`src/rtl/uart_pkg.sv`:
```
// Shared definitions for the UART program loader.
// Contents: loader state encoding, error codes, default acknowledge byte,
// datapath widths and the UART bit-timing constant shared with the rx/tx blocks.
package uart_pkg;

   localparam int unsigned BYTE_W = 8;
   localparam int unsigned WORD_W = 32;
   localparam int unsigned ERR_W  = 2;

   // Clocks per half UART bit, shared by the receiver and transmitter.
   localparam int unsigned CLK_PER_HALF_BIT = 217;

   localparam logic [BYTE_W-1:0] ACK_BYTE_DEF = 8'hAA;

   localparam logic [ERR_W-1:0] ERR_NONE    = 2'd0;
   localparam logic [ERR_W-1:0] ERR_FRAME   = 2'd1;
   localparam logic [ERR_W-1:0] ERR_LEN     = 2'd2;
   localparam logic [ERR_W-1:0] ERR_TIMEOUT = 2'd3;

   typedef enum logic [2:0] {
      ST_IDLE    = 3'd0,
      ST_HDR     = 3'd1,
      ST_PAYLOAD = 3'd2,
      ST_ACK     = 3'd3,
      ST_DONE    = 3'd4,
      ST_ERROR   = 3'd5
   } loader_state_t;

endpackage

```
`src/rtl/uart_loader_if.sv`:
```
// Loader bus: UART rx/tx side, instruction-memory write port, status.
// slave  : the loader (consumes start/rx/tx_busy, drives memory, tx and status)
// master : the environment around the loader
interface uart_loader_if
   import uart_pkg::*;
#(
   parameter int unsigned ADDR_WIDTH = 12
);
   logic                  start;
   logic [BYTE_W-1:0]     rx_data;
   logic                  rx_valid;
   logic                  rx_ferr;
   logic [BYTE_W-1:0]     tx_data;
   logic                  tx_start;
   logic                  tx_busy;
   logic                  mem_we;
   logic [ADDR_WIDTH-1:0] mem_addr;
   logic [WORD_W-1:0]     mem_wdata;
   logic                  busy;
   logic                  done;
   logic [ERR_W-1:0]      err;
   logic [ADDR_WIDTH:0]   word_count;

   modport slave (
      input  start, rx_data, rx_valid, rx_ferr, tx_busy,
      output tx_data, tx_start, mem_we, mem_addr, mem_wdata,
             busy, done, err, word_count
   );

   modport master (
      output start, rx_data, rx_valid, rx_ferr, tx_busy,
      input  tx_data, tx_start, mem_we, mem_addr, mem_wdata,
             busy, done, err, word_count
   );
endinterface

```
`src/rtl/uart_word_assembler.sv`:
```
// Assembles four received bytes, LSB first, into a 32-bit word.
// Ports:
//   clk, rstn        clock, synchronous active-low reset
//   i_clear          restart at byte 0 with an empty word
//   i_valid, i_data  accepted byte
//   o_word_c         word including the byte currently presented
//   o_word_ready_c   high while the 4th byte of a word is presented
module uart_word_assembler
   import uart_pkg::*;
(
   input  logic              clk,
   input  logic              rstn,
   input  logic              i_clear,
   input  logic              i_valid,
   input  logic [BYTE_W-1:0] i_data,
   output logic [WORD_W-1:0] o_word_c,
   output logic              o_word_ready_c
);

   logic [1:0]        r_idx;
   logic [WORD_W-1:0] r_word;

   // Merge the incoming byte into its lane so the owner can act in the same cycle.
   always_comb begin
      o_word_c = r_word;
      o_word_c[{r_idx, 3'b000} +: BYTE_W] = i_data;
      o_word_ready_c = i_valid && (r_idx == 2'd3);
   end

   always_ff @(posedge clk) begin
      if (!rstn) begin
         r_idx  <= 2'd0;
         r_word <= '0;
      end else if (i_clear) begin
         r_idx  <= 2'd0;
         r_word <= '0;
      end else if (i_valid) begin
         r_word <= o_word_c;
         r_idx  <= r_idx + 2'd1;
      end
   end

endmodule

```
`src/rtl/uart_loader.sv`:
```
// Sequences the UART byte stream into an instruction-memory load:
// 4-byte LE word count, then count LE words written from address 0,
// then one acknowledge byte on the transmitter.
// Ports:
//   clk, rstn  clock, synchronous active-low reset
//   bus        uart_loader_if.slave: start, rx byte/valid/ferr, tx byte/start/busy,
//              mem_we/addr/wdata, busy, done, err, word_count
module uart_loader
   import uart_pkg::*;
#(
   parameter int unsigned       ADDR_WIDTH     = 12,
   parameter int unsigned       MAX_WORDS      = 4096,
   parameter int unsigned       TIMEOUT_CYCLES = 50_000_000,
   parameter logic [BYTE_W-1:0] ACK_BYTE       = ACK_BYTE_DEF
) (
   input  logic         clk,
   input  logic         rstn,
   uart_loader_if.slave bus
);

   localparam int unsigned CNT_W    = ADDR_WIDTH + 1;
   localparam int unsigned TO_W     = (TIMEOUT_CYCLES > 1) ? $clog2(TIMEOUT_CYCLES) : 1;
   localparam int unsigned TO_LIMIT = (TIMEOUT_CYCLES == 0) ? 0 : TIMEOUT_CYCLES - 1;
   localparam bit          TO_EN    = (TIMEOUT_CYCLES != 0);

   loader_state_t         r_state;
   logic [BYTE_W-1:0]     r_tx_data;
   logic                  r_tx_start;
   logic                  r_mem_we;
   logic [ADDR_WIDTH-1:0] r_mem_addr;
   logic [WORD_W-1:0]     r_mem_wdata;
   logic                  r_busy;
   logic                  r_done;
   logic [ERR_W-1:0]      r_err;
   logic [CNT_W-1:0]      r_word_count;
   logic [CNT_W-1:0]      r_hdr_count;
   logic [TO_W-1:0]       r_to_cnt;

   logic                  w_in_load;
   logic                  w_accept;
   logic                  w_arm;
   logic                  w_timeout;
   logic [WORD_W-1:0]     w_word;
   logic                  w_word_ready;
   logic [CNT_W-1:0]      w_count_inc;

   // A framing error blocks byte acceptance; that byte is dropped.
   assign w_in_load   = (r_state == ST_HDR) || (r_state == ST_PAYLOAD);
   assign w_accept    = w_in_load && bus.rx_valid && !bus.rx_ferr;
   assign w_arm       = bus.start && ((r_state == ST_IDLE) || (r_state == ST_DONE) ||
                                      ((r_state == ST_ERROR) && !bus.rx_ferr));
   // Counter value before the edge equals cycles since the last byte minus one.
   assign w_timeout   = TO_EN && (r_to_cnt == TO_W'(TO_LIMIT));
   assign w_count_inc = r_word_count + CNT_W'(1);

   uart_word_assembler u_asm (
      .clk            (clk),
      .rstn           (rstn),
      .i_clear        (w_arm),
      .i_valid        (w_accept),
      .i_data         (bus.rx_data),
      .o_word_c       (w_word),
      .o_word_ready_c (w_word_ready)
   );

   // Loader FSM with registered outputs.
   always_ff @(posedge clk) begin
      if (!rstn) begin
         r_state      <= ST_IDLE;
         r_tx_data    <= '0;
         r_tx_start   <= 1'b0;
         r_mem_we     <= 1'b0;
         r_mem_addr   <= '0;
         r_mem_wdata  <= '0;
         r_busy       <= 1'b0;
         r_done       <= 1'b0;
         r_err        <= ERR_NONE;
         r_word_count <= '0;
         r_hdr_count  <= '0;
         r_to_cnt     <= '0;
      end else begin
         r_mem_we   <= 1'b0;
         r_tx_start <= 1'b0;

         if (w_in_load) begin
            if (w_accept)
               r_to_cnt <= '0;
            else if (TO_EN)
               r_to_cnt <= r_to_cnt + TO_W'(1);
         end

         if (w_arm) begin
            r_state      <= ST_HDR;
            r_busy       <= 1'b1;
            r_done       <= 1'b0;
            r_err        <= ERR_NONE;
            r_word_count <= '0;
            r_to_cnt     <= '0;
         end else begin
            case (r_state)
               ST_HDR, ST_PAYLOAD: begin
                  if (bus.rx_ferr) begin
                     r_state <= ST_ERROR;
                     r_err   <= ERR_FRAME;
                     r_busy  <= 1'b0;
                  end else if (w_word_ready) begin
                     if (r_state == ST_HDR) begin
                        if (w_word > WORD_W'(MAX_WORDS)) begin
                           r_state <= ST_ERROR;
                           r_err   <= ERR_LEN;
                           r_busy  <= 1'b0;
                        end else if (w_word == '0) begin
                           r_state <= ST_ACK;
                        end else begin
                           r_state     <= ST_PAYLOAD;
                           r_hdr_count <= CNT_W'(w_word);
                        end
                     end else begin
                        r_mem_we     <= 1'b1;
                        r_mem_wdata  <= w_word;
                        r_mem_addr   <= r_word_count[ADDR_WIDTH-1:0];
                        r_word_count <= w_count_inc;
                        if (w_count_inc == r_hdr_count)
                           r_state <= ST_ACK;
                     end
                  end else if (!w_accept && w_timeout) begin
                     r_state <= ST_ERROR;
                     r_err   <= ERR_TIMEOUT;
                     r_busy  <= 1'b0;
                  end
               end
               ST_ACK: begin
                  if (!bus.tx_busy) begin
                     r_tx_start <= 1'b1;
                     r_tx_data  <= ACK_BYTE;
                     r_state    <= ST_DONE;
                     r_busy     <= 1'b0;
                     r_done     <= 1'b1;
                  end
               end
               default: ;
            endcase
         end
      end
   end

   assign bus.tx_data    = r_tx_data;
   assign bus.tx_start   = r_tx_start;
   assign bus.mem_we     = r_mem_we;
   assign bus.mem_addr   = r_mem_addr;
   assign bus.mem_wdata  = r_mem_wdata;
   assign bus.busy       = r_busy;
   assign bus.done       = r_done;
   assign bus.err        = r_err;
   assign bus.word_count = r_word_count;

endmodule

```
`src/flat_wrapper.sv`:
```
// flat-port wrapper written by rule: the top's interface ports become plain ports
module uart_loader_flat import uart_pkg::*;
#(
   parameter int unsigned       ADDR_WIDTH     = 12,
   parameter int unsigned       MAX_WORDS      = 4096,
   parameter int unsigned       TIMEOUT_CYCLES = 50_000_000,
   parameter logic [BYTE_W-1:0] ACK_BYTE       = ACK_BYTE_DEF
)
  (clk, rstn, bus_start, bus_rx_data, bus_rx_valid, bus_rx_ferr, bus_tx_busy, bus_tx_data, bus_tx_start, bus_mem_we, bus_mem_addr, bus_mem_wdata, bus_busy, bus_done, bus_err, bus_word_count);
  uart_loader_if #(.ADDR_WIDTH(ADDR_WIDTH)) bus_i ();
  input  logic clk;
  input  logic rstn;
  input wire logic [$bits(bus_i.start)-1:0] bus_start;
  input wire logic [$bits(bus_i.rx_data)-1:0] bus_rx_data;
  input wire logic [$bits(bus_i.rx_valid)-1:0] bus_rx_valid;
  input wire logic [$bits(bus_i.rx_ferr)-1:0] bus_rx_ferr;
  input wire logic [$bits(bus_i.tx_busy)-1:0] bus_tx_busy;
  output wire logic [$bits(bus_i.tx_data)-1:0] bus_tx_data;
  output wire logic [$bits(bus_i.tx_start)-1:0] bus_tx_start;
  output wire logic [$bits(bus_i.mem_we)-1:0] bus_mem_we;
  output wire logic [$bits(bus_i.mem_addr)-1:0] bus_mem_addr;
  output wire logic [$bits(bus_i.mem_wdata)-1:0] bus_mem_wdata;
  output wire logic [$bits(bus_i.busy)-1:0] bus_busy;
  output wire logic [$bits(bus_i.done)-1:0] bus_done;
  output wire logic [$bits(bus_i.err)-1:0] bus_err;
  output wire logic [$bits(bus_i.word_count)-1:0] bus_word_count;
  assign bus_i.start = bus_start;
  assign bus_i.rx_data = bus_rx_data;
  assign bus_i.rx_valid = bus_rx_valid;
  assign bus_i.rx_ferr = bus_rx_ferr;
  assign bus_i.tx_busy = bus_tx_busy;
  assign bus_tx_data = bus_i.tx_data;
  assign bus_tx_start = bus_i.tx_start;
  assign bus_mem_we = bus_i.mem_we;
  assign bus_mem_addr = bus_i.mem_addr;
  assign bus_mem_wdata = bus_i.mem_wdata;
  assign bus_busy = bus_i.busy;
  assign bus_done = bus_i.done;
  assign bus_err = bus_i.err;
  assign bus_word_count = bus_i.word_count;
  uart_loader #(.ADDR_WIDTH(ADDR_WIDTH), .MAX_WORDS(MAX_WORDS), .TIMEOUT_CYCLES(TIMEOUT_CYCLES), .ACK_BYTE(ACK_BYTE)) u_core (.clk(clk), .rstn(rstn), .bus(bus_i));
endmodule
```
`config.mk`:
```
export PLATFORM = sky130hd
export DESIGN_NAME = uart_loader_flat
export DESIGN_NICKNAME = d
export VERILOG_FILES = /design/src/rtl/uart_pkg.sv /design/src/rtl/uart_loader_if.sv /design/src/rtl/uart_word_assembler.sv /design/src/rtl/uart_loader.sv /design/src/flat_wrapper.sv
export SDC_FILE = /design/constraint.sdc
export NUM_CORES = 1
export LEC_CHECK = 0
export ABC_AREA = 1
export CAP_MARGIN = 20
export CORE_MARGIN = 2
export CORE_UTILIZATION = 35
export DETAILED_ROUTE_END_ITERATION = 8
export MAX_ROUTING_LAYER = met4
export PLACE_DENSITY = 0.65
export SLEW_MARGIN = 20
export SYNTH_ARGS = -nofsm -noshare
export SYNTH_HDL_FRONTEND = slang
export SYNTH_SLANG_ARGS = --single-unit
```
`constraint.sdc`:
```
create_clock -name clk -period 3.5 [get_ports clk]
set_clock_uncertainty 0.15 [all_clocks]
set_input_delay 0.7 -clock clk [delete_from_list [all_inputs] [get_ports clk]]
set_output_delay 0.7 -clock clk [all_outputs]
set_load 0.1 [all_outputs]
```
# Yosys cells after proc, flatten, opt, wreduce, memory -nomap -nowiden
# Cells that the tools add are included.
# word_totals
ff_bits	140
in_bits	14
output_inout_bits	71
wordCells	106
# op_classes
addsub	4
order_cmp	1
n_eq_ne	18
shift	2
muxes	27
bitwise	10
reduce_logical	29
# ops
op	n
$bwmux W32	1
$gt A32 B13 Y1 const B	1
$logic_not A32 Y1	1
$shift A8 B7 Y32 const A	1
$shiftx A8 B7 Y32	1
$add A26 B1 Y26 const B	1
$eq A26 B26 Y1 const B	1
$mux W26	1
$mux W3	7
$reduce_and A4 Y1	4
$ne A5 B4 Y1 const B	3
$add A13 B1 Y13 const B	1
$eq A13 B13 Y1	1
$mux W1	11
$mux W2	5
$not A1 Y1	10
$reduce_and A5 Y1	2
$neg A5 Y7	1
$reduce_and A7 Y1	1
$eq A3 B2 Y1 const B	2
$eq A3 B3 Y1 const B	2
$logic_and A1 B1 Y1	6
$ne A3 B2 Y1 const B	2
$ne A6 B4 Y1 const B	1
19 further kinds	24

# Logic depth before layout (Yosys ltp)
# depth
ltp_word	11
depth_mapped	19
depth_no_buf	17

# Cells and area by module
# From an unflattened synthesis, not the netlist that was laid out.
# hier_totals
hier_cells	1063
area_unflattened_um2	7108.1
# by_module_without_submodules
mod	instances	cells_each	area_per_inst_um2	seq_area_each_um2
uart_loader	1	724	4976.0	2122.0
uart_word_assembler	1	339	2132.0	680.7

# Worst setup path before layout
# Ideal clock, no wire load.
# synth_timing
path_kind	register to register
startpoint	reg u_core.r_word_count[0], in the netlist u_core.bus.word_count[0]
endpoint	reg u_core.r_state[0]
setup_ps	115
arrival_ps	2470
required_ps	3235
slack_ps	765
stages_incl_launch_ff	13
n_path_buf	0
synth_period_minus_slack_ps	2735
cell_sequence	dfxtp_1 -> ha_1 -> nand3_1 -> nor2_1 -> nand3_1 -> nand2_1 -> nand2_1 -> a21oi_1 -> nand4_1 -> nand2_1 -> nand3_1 -> nand2_1 -> nor2_1
# synth_via
elab_chain_cells	4
# synth_rtl
item	line_no	text
start: declaration	uart_loader.sv:35	logic [CNT_W-1:0] r_word_count;
start signal: assignment	uart_loader.sv:122	r_word_count <= w_count_inc;
$add A13 B1 Y13	uart_loader.sv:54	assign w_count_inc = r_word_count + CNT_W'(1);
$eq A13 B13 Y1	uart_loader.sv:123	if (w_count_inc == r_hdr_count)
$ne A6 B4 Y1 (no line)	-	
$reduce_and A4 Y1 (no line)	-	
end signal: assignment	uart_loader.sv:124	r_state <= ST_ACK;
end signal: assignment	uart_loader.sv:127	r_state <= ST_ERROR;
end signal: assignment	uart_loader.sv:136	r_state <= ST_DONE;
end: declaration	uart_loader.sv:26	loader_state_t r_state;
# No other way between the ends.
# A chain may end at the register's enable or synchronous reset.

# Worst setup path in the final report
# layout_timing
startpoint	reg u_core.u_asm.r_idx[1]
endpoint	reg u_core.r_hdr_count[2]
# layout_via
elab_chain_cells	6
word_cells_on_any_way	11
cone_classes	add/sub: 1; order compare: 1; eq/ne: 1; shift: 2; mux: 1; bitwise: 2; reduce/logical: 3
# layout_rtl
item	line_no	text
start: declaration	uart_word_assembler.sv:20	logic [1:0] r_idx;
start signal: assignment	uart_word_assembler.sv:39	r_idx <= r_idx + 2'd1;
$neg A5 Y7	uart_word_assembler.sv:26	o_word_c[{r_idx, 3'b000} +: BYTE_W] = i_data;
$shiftx A8 B7 Y32 or $shift A8 B7 Y32 (tied branches)	uart_word_assembler.sv:26	
$bwmux W32	uart_word_assembler.sv:26	
$gt A32 B13 Y1 or $logic_not A32 Y1 (tied branches)	uart_loader.sv:108, uart_loader.sv:112	
$not A1 Y1 (no line)	-	
$reduce_and A7 Y1 (no line)	-	
end signal: assignment	uart_loader.sv:116	r_hdr_count <= CNT_W'(w_word);
end: declaration	uart_loader.sv:36	logic [CNT_W-1:0] r_hdr_count;
# Parallel ways exist; a longest one is shown, timed or not.

==> run_results.csv <==
group,metric,value,unit
sta,fin_crit_sh,0.839,
worst_hold_path,hp-class,"register to register",
job,maxCapViolCount,0,
worst_hold_path,min_from,"u_core.bus.done",
yosys,synth.distinct_cells,45,
yosys,ys_async_sr_fraction,0,
placement,dp_hpwl,12.3,mm
grt,grt_antenna_before_repair,0,
route,antenna_left,0,
grt,groute.usage.overall,0.182,
critical_path,cp.arrival,3.08,ns
power,peakVddDrop,385,uV
clock_tree,cts_root_buf,"clkbuf_16",
clock_tree,clock_latency,0.42,ns
critical_path,worstSetupStartpointType,"register",
die,io_pins,85,
route,drc,0,
yosys,synth_edf_count,0,
yosys,synth_area_per_cell,7.12,um2
power,clockPowerShare,0.491,
placement,io_buffers,80,
clock_tree,htreeDepth,4,
cells_and_area,final_common_cell,"nand2_1",
critical_path,critPathMaxFanout,26,
sta,drv_slew,0,
sta,finalSetupViolations,0,
die,die_width,142,um
die,dieArea,20100,um2
route,wl,17.1,mm
sta,fmaxAchievable,341,MHz
cells_and_area,diodes,0,
sta,maxSlewHeadroom,0.599,
grt,grt_max_degree,85,
route,routedWlPerCell,13.7,um
route,vias_per_cell,5.02,
clock_tree,cts_tree,"done",
critical_path,cp.required,3.65,ns
power,p_sw,0.886,mW
grt,grt-ovfl-total,0,
power,switching_share,0.236,
cells_and_area,nets,1023,
clock_tree,clock_sinks,140,
power,p_comb_frac,0.077,
power,p_int,2.87,mW
clock_tree,post-cts-setup-buffer-count,0,
critical_path,crit_path_start,"u_core.u_asm.r_idx[1]",
power,p_seq_frac,0.432,
yosys,ys_ff_latch,140,
die,initial_core_util,0.356,
critical_path,r2r_start,"u_core.u_asm.r_idx[1]",
clock_tree,ctsLongestPathBuffers,2,
power,p_per_area,468,nW/um2
sta,rsz0062_at_grt,"no",
outcome,status,"completed",
clock_tree,clkTransAtPathRegs,0.06,ns
yosys,synth_area,6660,um2
yosys,ys_seq_area_frac,0.421,
sta,finalWorstSetupSlack,0.565,ns
route,drtIter0Drc,351,
die,dieHeight,142,um
clock_tree,cts_hold_buffers,0,
sta,finalSetupTns,0,ns
die,coreArea,18700,um2
route,dr.pass1.iters,5,
die,rows,50,
power,cellLeakagePower,3.26,nW
cells_and_area,mostFrequentLayoutCells,"nand2_1, dfxtp_1, a21oi_1",
clock_tree,cts_made_buffers,17,
yosys,syn_inst,935,
grt,grt_first_pass_wirelength,28.6,mm
placement,gp_congestion,0.839,
cells_and_area,drive_above_1_share,0.158,
cells_and_area,area_growth,20.5,%
clock_tree,post_cts_resized,0,
critical_path,path_class,"register to register",
grt,grt_pass1_vias,5725,
sta,worst_slew_pin_slew,0.601,ns
yosys,synth_ff_type,"dfxtp_1",
yosys,yosys_warnings,0,
critical_path,critPathCaptureType,"register",
route,route.vias.total,6250,
sta,hold_viol,0,
sta,period_needed,2.93,ns
placement,preCtsSetupSlack,0.337,ns
sequential cells by signal, summed over array words and instances, names as in the netlist:
name and flops:
u_core.r_state 3, u_core.bus.word_count 13, u_core.r_to_cnt 26, u_core.bus.tx_start 1, u_core.bus.busy 1, u_core.bus.err 2, u_core.u_asm.r_idx 2, u_core.bus.mem_we 1
u_core.bus.mem_wdata 32, u_core.bus.done 1, u_core.r_hdr_count 13, u_core.bus.mem_addr 12, u_core.u_asm.r_word 32, u_core.bus.tx_data 1
area by class of cell:
type / instances / area [um2]
inverter: 104 / 395
tap: 234 / 293
fill: 1890 / 10700
multi-input combinational: 651 / 3240
clock inverter: 7 / 113
timing repair buffer: 87 / 693
clock buffer: 23 / 488
sequential: 140 / 2800
per-stage QoR:
stage / instances / utilization / area [um2] / hold WS, ns / power [mW]
floorplan: 938 / - / 6670 / 0.280 / 1.87
global placement: 1216 / 0.397 / 7420 / 0.287 / 1.94
detailed placement: 1216 / 0.397 / 7420 / 0.301 / 1.95
CTS: 1246 / 0.429 / 8020 / 0.309 / 3.79
global route: 1246 / 0.429 / 8020 / 0.335 / 3.90
finish: 1246 / 0.429 / 8020 / 0.302 / 3.76
worst max-delay path, cell delays in order (launching register included):
cell     delay, ns
dfxtp_1       0.40
inv_1         0.12
ha_1          0.46
nand2_2       0.15
o22ai_1       0.51
nor2_1        0.10
nand2_1       0.12
nor2_1        0.07
a21oi_2       0.17
nand3_4       0.26
o21ai_0       0.26
a21oi_1       0.07
path summary, 6_finish.rpt:
| path | end | slack [ns] | cells after the start |
|---|---|---|---|
| setup / recovery | u_core.r_hdr_count[2] | 0.57 | 11 |
| hold / removal | u_core.bus.done | 0.30 | 2 |
| setup reg to reg | u_core.r_hdr_count[2] | 0.57 | 11 |
| hold reg to reg | u_core.bus.done | 0.30 | 2 |
metal layers:
layer	global-route usage	part of all wire
met4	0.0474	0.011
met5	-	0
met3	0.0445	0.055
met2	0.280	0.45
met1	0.241	0.49
cells in the mapped netlist (3+ instances only):
library cell | number | share of area
clkbuf_1 | 15 | 0.0085
nand3_1 | 51 | 0.038
o21ai_1 | 11 | 0.0083
ha_1 | 8 | 0.015
buf_6 | 3 | 0.0051
nand2_2 | 4 | 0.0038
inv_2 | 17 | 0.0096
buf_2 | 12 | 0.0090
o21ai_0 | 96 | 0.072
nand4_1 | 12 | 0.011
inv_1 | 84 | 0.047
a21oi_1 | 113 | 0.085
dfxtp_1 | 140 | 0.42
nor2_1 | 93 | 0.052
a21oi_2 | 5 | 0.0066
buf_1 | 4 | 0.0023
nand2_1 | 172 | 0.097
nor2_2 | 8 | 0.0075
nor2_4 | 4 | 0.0068
a31oi_1 | 23 | 0.022
o21a_1 | 6 | 0.0068
buf_4 | 8 | 0.0090
nor3_1 | 12 | 0.0090
nand3_2 | 6 | 0.0090
power groups by stage:
stage	Clock (mW)	Combinational [mW]	Sequential, mW
floorplan	0	0.196	1.67
global placement	0	0.286	1.66
detailed placement	0	0.287	1.66
CTS	1.87	0.288	1.62
global route	1.96	0.319	1.63
finish	1.85	0.288	1.62
logic make-up (layout without fill, tap and decap cells):
group,after synthesis,after routing,share of synthesized area
AOI/OAI and AO/OA,261,261,0.209
xor gates and xnor gates,4,4,0.00527
and+or+nand+nor,374,374,0.255
buffers and inverters,147,221,0.0940
other,1,4,0.000563
adders and majority gates,8,8,0.0150
DFF,140,140,0.421
Note: power is estimated with default switching activity, not from simulation.
==> patch 1 (config.mk and constraints unchanged) <==
The package constant `BYTE_W` goes from 8 to 12.
--- a/src/rtl/uart_pkg.sv
+++ b/src/rtl/uart_pkg.sv
@@ -4,5 +4,5 @@
 package uart_pkg;
 
-   localparam int unsigned BYTE_W = 8;
+   localparam int unsigned BYTE_W = 12;
    localparam int unsigned WORD_W = 32;
    localparam int unsigned ERR_W  = 2;
Ports: changed (resized bus_rx_data and bus_tx_data); port bits go from 85 to 93. No check against the original RTL was run, so the function may have changed too.
==> patch 1 against the original RTL <==
Cell area grew 2.3%; synthesized area is 1.3% higher; sequential cell count did not move; worst setup slack lost 290 ps; via count rose by 3.6%; first-iteration DRC count grew 18%; wire length is 7.1% higher.
Power is not compared: it rests on default switching activity, and its combinational part moved more than twofold at a synthesized area within 25%.
==> patch 1: results (changes against the original RTL) <==
metric;value;unit;change
Total Routing Usage GR;0.189;;was 0.182
antenna cells;0;;unchanged
cell family with most CP delay;simple AND/OR/NAND/NOR gates;;was compound AO/OA/AOI/OAI gates
met2 WL;8100;µm;was 7680 µm
maximum vdd drop;304;µV;
Post-CTS Setup Bufs;0;;unchanged
synthesized area per cell;6.77;µm²;was 7.12 µm²
Port Buf Inserts;84;;was 80
post-synthesis sequential area ratio;0.416;;was 0.421
Total Power;4.58;mW;
wl on met1;9130;µm;was 8300 µm
Final GP Congestion;0.913;;was 0.839
met2 GRT Util;0.290;;was 0.280
slew of the pin with the lowest slew margin;698;ps;was 601 ps
Setup WS pre-CTS;277;ps;was 337 ps
drt wl/cell;13.7;µm;about the same
met3 wire len;656;µm;was 946 µm
async set-reset flop share out of synthesis;0;;unchanged
initial antenna violation count;0;;unchanged
nets@finish;1094;;was 1023
Vias/cell;4.83;;was 5.02
routing usage on met1;0.251;;was 0.241
max layer used;met4;;unchanged
vias in the first global route;5769;;was 5725
Synthesis Warnings;0;;unchanged
NetSw;1.56;mW;
clk slew on worst S/H paths;60;ps;about the same
Worst-Skew Late Latency;430;ps;
synth top area cells;dfxtp_1 (42%), nand2_1 (12%), inv_1 (7.5%);;was dfxtp_1 (42%), nand2_1 (9.7%), a21oi_1 (8.5%)
H-tree Lvls;4;;unchanged
CTS Buf Count;17;;unchanged
grt met3 use;0.0329;;was 0.0445
Leading power group;the clock network;;
Netlist cell types;39;;was 45
Worst Hold Class;flip-flop to flip-flop;;unchanged
status;completed;;unchanged
largest net degree at the start of global routing;96;;was 85
Initial DRC Count;414;;was 351
commonest cells in the netlist;nand2_1 (221), dfxtp_1 (140), inv_1 (135), nor2_1 (103), a21oi_1 (92);;was nand2_1 (172), dfxtp_1 (140), a21oi_1 (113), o21ai_0 (96), nor2_1 (93)
Via Count;6474;;was 6250
first-pass GRT wire length;29400;µm;was 28600 µm
FILL cells;1940;;was 1890
post-CTS resize count;0;;unchanged
share of layout cells above drive strength 1;0.117;;was 0.158
placed cells;1309;;was 1216
Clock Path Buffers;2;;unchanged
Placed Area;7590;µm²;was 7420 µm²
Final HPWL DP;13000;µm;was 12300 µm
drt first pass iters;5;;unchanged
worst stage delay on the critical path;680;ps;was 510 ps
Root Buffer;clkbuf_16;;unchanged
Worst Path Max Fanout;16;;was 26
crit path max-delay cell type;ha_1;;was o22ai_1
## patch 1: cell type report
class	count	area [µm²]	area share
clock buffer	17	425	0.0518
clock inverter	15	188	0.0229
inverter	138	518	0.0631
multi-input combinational	677	3190	0.389
sequential	140	2800	0.341
tap	260	325	0.0396
timing repair buffer	94	756	0.0921
## patch 1: path summary, 6_finish.rpt
check             cells past startpoint                  start                     to  slack [ps]
setup reg to reg                     14  u_core.u_asm.r_idx[0]  u_core.r_hdr_count[1]         280
hold reg to reg                       1    u_core.r_to_cnt[25]    u_core.r_to_cnt[25]         300
setup / recovery                     14  u_core.u_asm.r_idx[0]  u_core.r_hdr_count[1]         280
hold / removal                        1    u_core.r_to_cnt[25]    u_core.r_to_cnt[25]         300
## patch 1: kinds of logic (layout without fill, tap and decap cells)
group,after synthesis,in the layout,share of synthesized area
buf+inv,185,264,0.115
other cells,1,8,0.000556
xor+xnor,4,4,0.00520
simple gates,426,426,0.265
compound gates,231,231,0.184
fa+ha+maj,8,8,0.0149
flops,140,140,0.416
==> patch 2 (same settings) <==
Made on the original files. Re-encode `loader_state_t` (6 states) as Gray code, 3 bits wide.
--- a/src/rtl/uart_pkg.sv
+++ b/src/rtl/uart_pkg.sv
@@ -19,10 +19,10 @@
 
    typedef enum logic [2:0] {
-      ST_IDLE    = 3'd0,
-      ST_HDR     = 3'd1,
-      ST_PAYLOAD = 3'd2,
-      ST_ACK     = 3'd3,
-      ST_DONE    = 3'd4,
-      ST_ERROR   = 3'd5
+      ST_IDLE    = 3'b000,
+      ST_HDR     = 3'b001,
+      ST_PAYLOAD = 3'b011,
+      ST_ACK     = 3'b010,
+      ST_DONE    = 3'b110,
+      ST_ERROR   = 3'b111
    } loader_state_t;
 
Function: same outputs for any inputs over 4 cycles, from zero or initial values and one cycle with rstn low; so few cycles prove little.
==> patch 2 against the original RTL <==
Final cell count is 4.2% higher; cell area up 0.23%; first-iteration DRC count rose by 64%; synthesized area down 0.30%; worst setup slack better by 160 ps; sequential cell count stayed put; wire length is 1.7% higher; non-clock buffer count up 4; critical path type unchanged; critical path depth up 4; global-route usage down 0.16 points; core utilization grew 0.24 points.
Power is not compared: it rests on default switching activity, and its combinational part moved more than twofold at a synthesized area within 25%.
==> patch 2: results (changes against the original RTL) <==
metric;value;unit;change
status;completed;;unchanged
Final GP Congestion;0.909;;was 0.839
worst stage delay on the critical path;420;ps;was 510 ps
Layout non-clock buf frac;0.0884;;was 0.0864
slew of the pin with the lowest slew margin;609;ps;was 601 ps
Total Routing Usage GR;0.181;;was 0.182
nets@finish;1073;;was 1023
drt wl/cell;13.4;µm;was 13.7 µm
Final HPWL DP;12300;µm;about the same
Post-CTS Setup Bufs;0;;unchanged
nonclk buf count;91;;was 87
Inverters;122;;was 104
ClkCell Share;0.0755;;was 0.0749
crit path max-delay cell type;dfxtp_1;;was o22ai_1
Worst Path Max Fanout;13;;was 26
Initial DRC Count;575;;was 351
ys flop type;dfxtp_1;;unchanged
vias in the first global route;5744;;was 5725
seq_cells;140;;unchanged
non-filler cells, final;1298;;was 1246
Leak Pwr;3.49;nW;
drt first pass iters;6;;was 5
CTS Buf Count;17;;unchanged
share of layout cells above drive strength 1;0.130;;was 0.158
FILL cells;1928;;was 1890
Vias/cell;4.86;;was 5.02
Placed Area;7430;µm²;was 7420 µm²
Port Buf Inserts;80;;unchanged
largest net degree at the start of global routing;71;;was 85
post-synthesis sequential area ratio;0.422;;was 0.421
crit path DAT;2980;ps;was 3080 ps
Setup WS pre-CTS;523;ps;was 337 ps
area of the multi-input gates;3170;µm²;was 3240 µm²
CLK BUF;19;;was 23
synth top area cells;dfxtp_1 (42%), nor2_1 (9.3%), nand2_1 (9.1%);;was dfxtp_1 (42%), nand2_1 (9.7%), a21oi_1 (8.5%)
commonest cells in the netlist;nor2_1 (164), nand2_1 (160), dfxtp_1 (140), a21oi_1 (117), inv_1 (109);;was nand2_1 (172), dfxtp_1 (140), a21oi_1 (113), o21ai_0 (96), nor2_1 (93)
reg2reg path depth;15;;was 11
final core occ;0.431;;was 0.429
synthesized area per cell;6.74;µm²;was 7.12 µm²
Netlist cell types;33;;was 45
multi-input gates;679;;was 651
first-pass GRT wire length;28400;µm;was 28600 µm
patch 2: cell families after synthesis:
group | synth area share
AOI/OAI and AO/OA | 0.188
and+or+nand+nor | 0.264
xor gates and xnor gates | 0.00660
DFF | 0.422
other | 0.000565
buffers and inverters | 0.103
adders and majority gates | 0.0151
patch 2: final timing paths:
path                            to                   from  slack (ps)
max          u_core.r_hdr_count[6]  u_core.u_asm.r_idx[1]         730
min                u_core.bus.done        u_core.bus.done         300
max reg2reg  u_core.r_hdr_count[6]  u_core.u_asm.r_idx[1]         730
min reg2reg        u_core.bus.done        u_core.bus.done         300
patch 2: critical path, delay by kind of cell (launching register included):
kind	cells	cell delay, ps
AOI/OAI and AO/OA	1	100
adders and majority gates	1	400
buffers and inverters	2	190
DFF	1	420
and+or+nand+nor	11	1440
patch 2: per-layer routing:
metal,GRT usage,share of wire,wire length [µm]
met5,-,0,0
met1,0.245,0.50,8760
met4,0.0605,0.015,265
met3,0.0348,0.042,734
met2,0.270,0.44,7630
